$ cat src/rtl/rv_pkg.sv
// rv_pkg: shared RV32I opcode constants, sequencer state encoding and opcode classifiers
// Imported by the sequencer and by the decode stage so both agree on the opcode map.
package rv_pkg;
    localparam logic [6:0] R_TYPE = 7'b0110011;
    localparam logic [6:0] I_TYPE = 7'b0010011;
    localparam logic [6:0] LOAD   = 7'b0000011;
    localparam logic [6:0] STORE  = 7'b0100011;
    localparam logic [6:0] BRANCH = 7'b1100011;
    localparam logic [6:0] JALR   = 7'b1100111;
    localparam logic [6:0] JAL    = 7'b1101111;
    localparam logic [6:0] AUIPC  = 7'b0010111;
    localparam logic [6:0] LUI    = 7'b0110111;

    typedef enum logic [2:0] {FETCH, DECODE, EXEC, MEM, WB, HALT} seq_state_t;

    function automatic logic is_legal(input logic [6:0] op);
        return op inside {R_TYPE, I_TYPE, LOAD, STORE, BRANCH, JALR, JAL, AUIPC, LUI};
    endfunction

    function automatic logic is_mem(input logic [6:0] op);
        return op inside {LOAD, STORE};
    endfunction

    // Everything legal writes rd except stores and branches.
    function automatic logic writes_rd(input logic [6:0] op);
        return is_legal(op) && !(op inside {STORE, BRANCH});
    endfunction
endpackage

$ cat src/rtl/perf_cnt.sv
// perf_cnt: free-running cycle and retired-instruction counters, both wrapping at 2^32
// Ports: clk/rst (sync, active-high); i_cyc_en/i_ret_en increment enables;
//        o_cycle_cnt/o_instret counter values.
module perf_cnt (
    input  logic        clk,
    input  logic        rst,
    input  logic        i_cyc_en,
    input  logic        i_ret_en,
    output logic [31:0] o_cycle_cnt,
    output logic [31:0] o_instret
);
    always_ff @(posedge clk) begin
        if (rst) begin
            o_cycle_cnt <= '0;
            o_instret   <= '0;
        end else begin
            o_cycle_cnt <= o_cycle_cnt + 32'(i_cyc_en);
            o_instret   <= o_instret + 32'(i_ret_en);
        end
    end
endmodule

$ cat src/rtl/core_seq_ctrl.sv
// core_seq_ctrl: multi-cycle RV32I sequencer (FETCH/DECODE/EXEC/MEM/WB/HALT), owns the PC
// Ports: clk, rst (sync, active-high); pc/instr to decode; imem_req/addr/ack/rdata fetch port;
//        br_taken/tgt_addr redirect from datapath; dmem_req/we/ack data port; rf_we write strobe;
//        illegal sticky flag; cycle_cnt/instret performance counters.
// Define CORE_PERF_CNT_EN to build the counters; otherwise both counter ports read 0.
module core_seq_ctrl
    import rv_pkg::*;
#(
    parameter int              PC_W     = 16,
    parameter logic [PC_W-1:0] RESET_PC = '0
) (
    input  logic            clk,
    input  logic            rst,
    output logic [PC_W-1:0] pc,
    output logic            imem_req,
    output logic [PC_W-1:0] imem_addr,
    input  logic            imem_ack,
    input  logic [31:0]     imem_rdata,
    output logic [31:0]     instr,
    input  logic            br_taken,
    input  logic [PC_W-1:0] tgt_addr,
    output logic            dmem_req,
    output logic            dmem_we,
    input  logic            dmem_ack,
    output logic            rf_we,
    output logic            illegal,
    output logic [31:0]     cycle_cnt,
    output logic [31:0]     instret
);
    seq_state_t      r_state;
    logic            r_redir;
    logic [PC_W-1:0] r_tgt_q;
    logic [6:0]      w_op;

    assign w_op      = instr[6:0];
    assign imem_addr = pc;

    // Requests are registered: raised on entry to FETCH/MEM (or one cycle after reset),
    // dropped on the edge that samples the ack, so they fall the cycle after the ack.
    always_ff @(posedge clk) begin
        if (rst) begin
            r_state  <= FETCH;
            pc       <= RESET_PC;
            instr    <= '0;
            imem_req <= 1'b0;
            dmem_req <= 1'b0;
            dmem_we  <= 1'b0;
            rf_we    <= 1'b0;
            illegal  <= 1'b0;
            r_redir  <= 1'b0;
            r_tgt_q  <= '0;
        end else begin
            rf_we <= 1'b0;
            case (r_state)
                FETCH: begin
                    if (imem_req && imem_ack) begin
                        instr    <= imem_rdata;
                        imem_req <= 1'b0;
                        r_state  <= DECODE;
                    end else begin
                        imem_req <= 1'b1;
                    end
                end
                DECODE: begin
                    illegal <= !is_legal(w_op);
                    r_state <= is_legal(w_op) ? EXEC : HALT;
                end
                EXEC: begin
                    r_redir  <= br_taken;
                    r_tgt_q  <= tgt_addr & ~PC_W'(3);
                    dmem_req <= is_mem(w_op);
                    dmem_we  <= w_op == STORE;
                    rf_we    <= !is_mem(w_op) && writes_rd(w_op);
                    r_state  <= is_mem(w_op) ? MEM : WB;
                end
                MEM: begin
                    if (dmem_req && dmem_ack) begin
                        dmem_req <= 1'b0;
                        dmem_we  <= 1'b0;
                        rf_we    <= writes_rd(w_op);
                        r_state  <= WB;
                    end
                end
                WB: begin
                    pc       <= r_redir ? r_tgt_q : pc + PC_W'(4);
                    imem_req <= 1'b1;
                    r_state  <= FETCH;
                end
                HALT: r_state <= HALT;
                default: r_state <= HALT;
            endcase
        end
    end

`ifdef CORE_PERF_CNT_EN
    perf_cnt u_perf_cnt (
        .clk         (clk),
        .rst         (rst),
        .i_cyc_en    (r_state != HALT),
        .i_ret_en    (r_state == WB),
        .o_cycle_cnt (cycle_cnt),
        .o_instret   (instret)
    );
`else
    assign cycle_cnt = '0;
    assign instret   = '0;
`endif
endmodule

$ cat config.mk
export PLATFORM = sky130hd
export DESIGN_NAME = core_seq_ctrl
export DESIGN_NICKNAME = d
export VERILOG_FILES = /design/src/rtl/rv_pkg.sv /design/src/rtl/perf_cnt.sv /design/src/rtl/core_seq_ctrl.sv
export SDC_FILE = /design/constraint.sdc
export NUM_CORES = 1
export LEC_CHECK = 0
export ABC_AREA = 0
export BUFFER_PORTS_ARGS = -buffer_cell sky130_fd_sc_hd__buf_4
export CORE_MARGIN = 2
export CORE_UTILIZATION = 49
export DETAILED_ROUTE_END_ITERATION = 8
export PLACE_DENSITY = 0.92
export REMOVE_ABC_BUFFERS = 1
export SLEW_MARGIN = 40
export SYNTH_ARGS = -nofsm -noshare
export SYNTH_HDL_FRONTEND = slang
export SYNTH_SLANG_ARGS = --single-unit
$ cat constraint.sdc
create_clock -name clk -period 4.2 [get_ports clk]
set_input_delay 0.42 -clock clk [delete_from_list [all_inputs] [get_ports clk]]
set_output_delay 0.42 -clock clk [all_outputs]
set_load 0.02 [all_outputs]
# After elaboration in Yosys (flattened, before gate mapping)
# Index checks and enable logic that the tools add are counted.
classes:
  add_sub_neg: 1
  multipliers: 0
  div_mod_pow: 0
  n_lt_le_gt_ge: 0
  n_eq_ne: 15
  n_shift: 0
  muxes: 13
  bitwise: 0
  n_reduce_logical: 16
ops:
  columns: ["operator", "count"]
  rows:
  - ["equality test 7 x 6 -> 1 bit, second input constant", 3]
  - ["equality test 7 bit, second input constant", 3]
  - ["adder 16 x 3 -> 16 bit, second input constant", 1]
  - ["2-to-1 mux 16 bit", 1]
  - ["case mux 3 bit (5 select lines)", 1]
  - ["equality test 7 x 5 -> 1 bit, second input constant", 2]
  - ["2-to-1 mux 3 bit", 4]
  - ["nonzero test 9 bit", 1]
  - ["case mux 1 bit (2 select lines)", 4]
  - ["nonzero test 2 bit", 4]
  - ["equality test 7 x 2 -> 1 bit, second input constant", 1]
  - ["equality test 3 x 2 -> 1 bit, second input constant", 2]
  - ["AND reduction 2 bit", 3]
  - ["logical AND 1 bit", 4]
  - ["!= test 2 bit, second input constant", 2]
  - ["equality test 3 x 1 -> 1 bit, second input constant", 1]
  - ["equality test 3 bit, second input constant", 1]
  - ["logical NOT 1 bit", 3]
  - ["logical NOT 3 bit", 1]
  - ["2-to-1 mux 1 bit", 3]
word_totals:
  reg_bits: 71
  latch_bits: 0
  ram_bits: 0
  mem_bits_ro: 0
  input_bits: 53
  output_inout_bits: 133
  wordCells: 55
  mem_count: 0

# Depth between registers and ports, before layout
logic_depth:
  depth_word: 6
  ltp_mapped: 6

# Least setup slack after synthesis
# OpenSTA, ideal clock, no wires.
synth_path:
  path_kind: "reg2reg"
  from: "register r_state[1]"
  to: "register pc[14], in the netlist imem_addr[14]"
  t_arrival_ns: 1.731
  required_time_ns: 4.126
  setup_slack_ns: 2.395
  path_stages_with_launch: 7
  n_path_buf: 2
  cell_sequence: "dfxtp_1 buf_2 or3b_1 buf_6 or3_1 or4_1 a31oi_1"
synth_via:
  elab_chain_cells: 1
synth_rtl:
  columns: ["item", "line", "text"]
  rows:
  - ["from (decl)", "core_seq_ctrl.sv:30", "seq_state_t r_state;"]
  - ["from (signal assigned)", "core_seq_ctrl.sv:66", "r_state <= is_legal(w_op) ? EXEC : HALT;"]
  - ["from (signal assigned)", "core_seq_ctrl.sv:74", "r_state <= is_mem(w_op) ? MEM : WB;"]
  - ["equality test 3 bit", "core_seq_ctrl.sv:54", "case (r_state)"]
  - ["to (signal assigned)", "core_seq_ctrl.sv:85", "pc <= r_redir ? r_tgt_q : pc + PC_W'(4);"]
  - ["to (decl)", "core_seq_ctrl.sv:14", "output logic [PC_W-1:0] pc,"]
# Every way passes these cells.
# A chain may end at the register's enable or synchronous reset.

# Final worst setup path
layout_path:
  from: "register r_state[2]"
  to: "register pc[14], in the netlist imem_addr[14]"
# The elaborated chain is that of the path after synthesis.

==> impl_metrics.prom <==
# TYPE chip_impl_metric gauge
chip_impl_info{name="cpLargestDelayFamily",value="simple AND/OR/NAND/NOR gates"} 1
chip_impl_info{name="most_common_library_cell_in_the_layout_ignoring_fill_and_taps",value="sky130_fd_sc_hd__buf_4"} 1
chip_impl_metric{name="cts_hold_buffers",unit=""} 0
chip_impl_metric{name="synth-async-reset-ratio",unit="%"} 0
chip_impl_metric{name="post_synthesis_simple_gate_area_fraction",unit="%"} 21.5
chip_impl_metric{name="tightestPinTransition",unit="ps"} 701
chip_impl_metric{name="antenna-diode-count",unit=""} 0
chip_impl_info{name="critical_path.cell_chain",value="or3b_1, or3_1, or4_1, a31oi_1"} 1
chip_impl_metric{name="detail_route.wl_per_cell",unit="µm"} 12.2
chip_impl_metric{name="synth_sequential_area_ratio",unit="%"} 39.7
chip_impl_metric{name="final_cell_area",unit="mm²"} 0.00419
chip_impl_metric{name="seq_area",unit="mm²"} 0.00138
chip_impl_metric{name="worst_r2r_path_depth",unit=""} 4
chip_impl_metric{name="clk-insertion-delay-late",unit="ps"} 330
chip_impl_metric{name="clkSinkCount",unit=""} 69
chip_impl_metric{name="post-route-drc-count",unit=""} 0
chip_impl_metric{name="highest_achievable_clock_rate",unit="GHz"} 0.455
chip_impl_metric{name="antenna_found_initial",unit=""} 0
chip_impl_metric{name="hold_depth",unit=""} 3
chip_impl_metric{name="routed_wl",unit="mm"} 7.78
chip_impl_metric{name="reg2reg_setup_slack",unit="ps"} 2000
chip_impl_metric{name="cts.path.max_buffers",unit=""} 2
chip_impl_info{name="setup.worst_path.end_class",value="flip-flop"} 1
chip_impl_metric{name="globalplace.congestion",unit=""} 0.916
chip_impl_metric{name="vias",unit=""} 3184
chip_impl_metric{name="placed_area",unit="mm²"} 0.00401
chip_impl_info{name="tritoncts",value="built"} 1
chip_impl_metric{name="global_route.usage.total",unit="%"} 19.1
chip_impl_metric{name="effective_utilization_at_floorplan",unit="%"} 50.9
chip_impl_metric{name="ctsHtreeMaxLevel",unit=""} 3
chip_impl_metric{name="mappedNetlistArea",unit="mm²"} 0.00348
chip_impl_info{name="start_kind",value="flip-flop"} 1
chip_impl_metric{name="crit_fanout",unit=""} 19
chip_impl_metric{name="vias_in_the_first_global_route",unit=""} 2757
chip_impl_metric{name="worst-path-buf-inv",unit=""} 0
chip_impl_metric{name="power_density",unit="mW/mm²"} 358
chip_impl_info{name="cts_root_buffer",value="sky130_fd_sc_hd__clkbuf_8"} 1
chip_impl_metric{name="drt_antenna_net_count",unit=""} 0
chip_impl_metric{name="vdd_ir_drop_max",unit="µV"} 241
chip_impl_metric{name="final_max_slew_viol_count",unit=""} 0
chip_impl_metric{name="maxCapViolations",unit=""} 0
chip_impl_info{name="critical_path.slowest_cell",value="sky130_fd_sc_hd__or3b_1"} 1
chip_impl_metric{name="die_area",unit="mm²"} 0.00779
chip_impl_metric{name="cpPeakStageDelay",unit="ps"} 660
chip_impl_metric{name="dp_hpwl",unit="mm"} 5.70
chip_impl_metric{name="layout-drive-gt1-share",unit="%"} 25.0
chip_impl_metric{name="ios",unit=""} 186
chip_impl_metric{name="portBuffers",unit=""} 115
chip_impl_metric{name="synthesis.area_per_instance",unit="µm²"} 7.80
chip_impl_info{name="critical_path.reg2reg.startpoint",value="r_state[2]"} 1
chip_impl_metric{name="die_width",unit="µm"} 88.3
chip_impl_metric{name="syn-instance-count",unit=""} 446
chip_impl_metric{name="row_count",unit=""} 30
chip_impl_metric{name="setup_tns",unit="ps"} 0
chip_impl_info{name="holdCritPathClass",value="in -> reg"} 1
chip_impl_info{name="dominantRegCellSynth",value="sky130_fd_sc_hd__dfxtp_1"} 1
chip_impl_metric{name="detail_route.vias_per_cell",unit=""} 5.01
chip_impl_metric{name="mux_contribution_to_synthesized_area",unit="%"} 1.76
chip_impl_metric{name="cts-buffers-inserted",unit=""} 9
chip_impl_info{name="worstReg2RegEnd",value="imem_addr[14]"} 1
chip_impl_metric{name="die_h",unit="µm"} 88.3
chip_impl_metric{name="grt_remaining_overflow",unit=""} 0
chip_impl_info{name="outcome",value="finished clean"} 1
chip_impl_metric{name="hold_viol_final",unit=""} 0
chip_impl_metric{name="total_leakage_power",unit="nW"} 1.77
chip_impl_metric{name="final_min_period_over_clock_period",unit="%"} 52.4
chip_impl_info{name="worst-setup-path-type",value="reg -> reg"} 1
chip_impl_info{name="synth.largest_area_cell",value="sky130_fd_sc_hd__dfxtp_1"} 1
chip_impl_metric{name="post_cts_resize_count",unit=""} 0
chip_impl_metric{name="period_needed",unit="ps"} 2200
chip_impl_metric{name="design_power",unit="mW"} 1.50
chip_impl_metric{name="synth-xor-area-share",unit="%"} 0
chip_impl_metric{name="relSlewSlack",unit="%"} 53.1
chip_impl_metric{name="synth.ff_latch_count",unit=""} 69
chip_impl_metric{name="multi_input_comb_area",unit="mm²"} 0.00163
chip_impl_metric{name="syn_to_final_growth",unit="%"} 20.3
chip_impl_metric{name="core_area",unit="mm²"} 0.00683
chip_impl_metric{name="setup_violations_final",unit=""} 0
chip_impl_metric{name="data_arrival_time_at_the_worst_slack_endpoint",unit="ps"} 2450
chip_impl_metric{name="ys_types",unit=""} 43
chip_impl_info{name="netlist_top_cells_area",value="sky130_fd_sc_hd__dfxtp_1 40%, sky130_fd_sc_hd__buf_4 18%, sky130_fd_sc_hd__nand2_1 12%"} 1
chip_impl_info{name="hold_path_end",value="r_tgt_q[15]"} 1
chip_impl_metric{name="worst-endpoint-required",unit="ps"} 4450
chip_impl_metric{name="yosys_warnings",unit=""} 0
chip_impl_metric{name="cts_setup_buffers",unit=""} 0
chip_impl_info{name="holdCritStartpoint",value="tgt_addr[15]"} 1
chip_impl_metric{name="skew",unit="ps"} 6.95
chip_impl_metric{name="synth_adder_area_share",unit="%"} 0.360
chip_impl_info{name="rsz0062_at_grt",value="no"} 1
chip_impl_metric{name="maximum_number_of_pins_on_one_net_before_global_route_repair",unit=""} 70
chip_impl_metric{name="drtPass1Iterations",unit=""} 5
chip_impl_info{name="synth_top_family_by_area",value="simple AND/OR/NAND/NOR gates"} 1
chip_impl_metric{name="post_synthesis_compound_gate_area_fraction",unit="%"} 15.5
chip_impl_metric{name="number_of_enable_type_register_cells_in_the_synthesized_netlist",unit=""} 0
chip_impl_info{name="mostFrequentLayoutCells",value="116 x sky130_fd_sc_hd__buf_4, 107 x sky130_fd_sc_hd__nand2_1, 69 x sky130_fd_sc_hd__dfxtp_1, 68 x sky130_fd_sc_hd__conb_1, 56 x sky130_fd_sc_hd__a21oi_1"} 1
chip_impl_metric{name="nNetsFinal",unit=""} 588
chip_impl_metric{name="grt_first_pass_wirelength",unit="mm"} 11.9
chip_impl_metric{name="fillerInstances",unit=""} 564
chip_impl_metric{name="first_iter_violations",unit=""} 134
chip_impl_metric{name="path_clk_slew",unit="ps"} 70
chip_impl_metric{name="synth_top_cell_area_share",unit="%"} 39.7
-- power by group --
part | switching [mW] | total, mW | internal [mW]
logic | 0.185 | 0.300 | 0.115
registers | 0.0392 | 0.725 | 0.686
clock network | 0.225 | 0.472 | 0.247
-- sequential cells by signal, indices dropped and copies added, names as in the netlist --
name       cells
r_state        3
imem_addr     14
imem_req       1
dmem_req       1
instr         32
illegal        1
rf_we          1
r_redir        1
r_tgt_q       14
dmem_we        1
-- cells by family (layout without fill, tap and decap cells) --
family | after synthesis | after routing
simple gates | 166 | 166
buf+inv | 110 | 136
compound gates | 93 | 93
flops | 69 | 69
mux | 6 | 6
fa+ha+maj | 1 | 1
other cells | 1 | 68
-- worst reg2reg max path, cell delays in order (launching register included) --
cell and delay (ps):
sky130_fd_sc_hd__dfxtp_1 490, sky130_fd_sc_hd__or3b_1 660, sky130_fd_sc_hd__or3_1 400, sky130_fd_sc_hd__or4_1 400, sky130_fd_sc_hd__a31oi_1 180
-- cell usage after synthesis (2+ instances only) --
library cell,instances
sky130_fd_sc_hd__and4_1,3
sky130_fd_sc_hd__or3_1,2
sky130_fd_sc_hd__o22ai_1,7
sky130_fd_sc_hd__nor3_1,7
sky130_fd_sc_hd__nand3b_1,2
sky130_fd_sc_hd__or4_1,3
sky130_fd_sc_hd__a21oi_1,56
sky130_fd_sc_hd__nand3_1,8
sky130_fd_sc_hd__a21o_1,2
sky130_fd_sc_hd__clkbuf_1,20
sky130_fd_sc_hd__nand4_1,4
sky130_fd_sc_hd__mux2i_1,5
sky130_fd_sc_hd__nor2_1,15
sky130_fd_sc_hd__nand2b_1,2
sky130_fd_sc_hd__nand2_1,107
sky130_fd_sc_hd__o21ai_0,4
sky130_fd_sc_hd__a31oi_1,6
sky130_fd_sc_hd__nor2b_1,2
sky130_fd_sc_hd__nor4_1,3
sky130_fd_sc_hd__a211oi_1,4
sky130_fd_sc_hd__buf_4,83
sky130_fd_sc_hd__dfxtp_1,69
sky130_fd_sc_hd__inv_1,4
sky130_fd_sc_hd__a22oi_1,9
-- layer usage --
metal	track usage, %	share of wire (%)	up-vias
li1	-	-	1531
met1	21.1	38	1468
met2	33.6	50	167
met3	5.88	9.7	18
met4	8.68	2.1	0
met5	0	0	-
-- worst max path at each step --
| stage | from | endpoint | slack (ps) | depth (start not counted) |
|---|---|---|---|---|
| 2_1_floorplan | imem_req | instr[0] | 1000 | 4 |
| 3_3_place_gp | r_state[2] | imem_addr[14] | 2110 | 4 |
| 3_5_place_dp | r_state[0] | imem_addr[14] | 2020 | 4 |
| 4_1_cts | r_state[2] | imem_addr[14] | 2010 | 4 |
| 5_1_grt | r_state[2] | imem_addr[5] | 1840 | 4 |
| 6_report | r_state[2] | imem_addr[14] | 2000 | 4 |
-- area by class of cell --
cell class	instances	area share (%)
Clock buffer	15	3.98
Clock inverter	1	0.120
Inverter	4	0.359
Multi-Input combinational cell	334	38.9
Sequential cell	69	33.0
Tap cell	96	2.87
Timing Repair Buffer	116	20.8
-- through the flow --
| step | util (%) | hold WS, ps | setup slack, ps | cells |
|---|---|---|---|---|
| global route | 61.3 | 334 | 1840 | 635 |
| detailed placement | 58.8 | 447 | 2020 | 619 |
| floorplan | - | 430 | 997 | 407 |
| global placement | 58.7 | 442 | 2110 | 619 |
| finish | 61.3 | 337 | 2000 | 635 |
| CTS | 61.3 | 326 | 2010 | 635 |
Note: power is estimated with default switching activity, not from simulation.
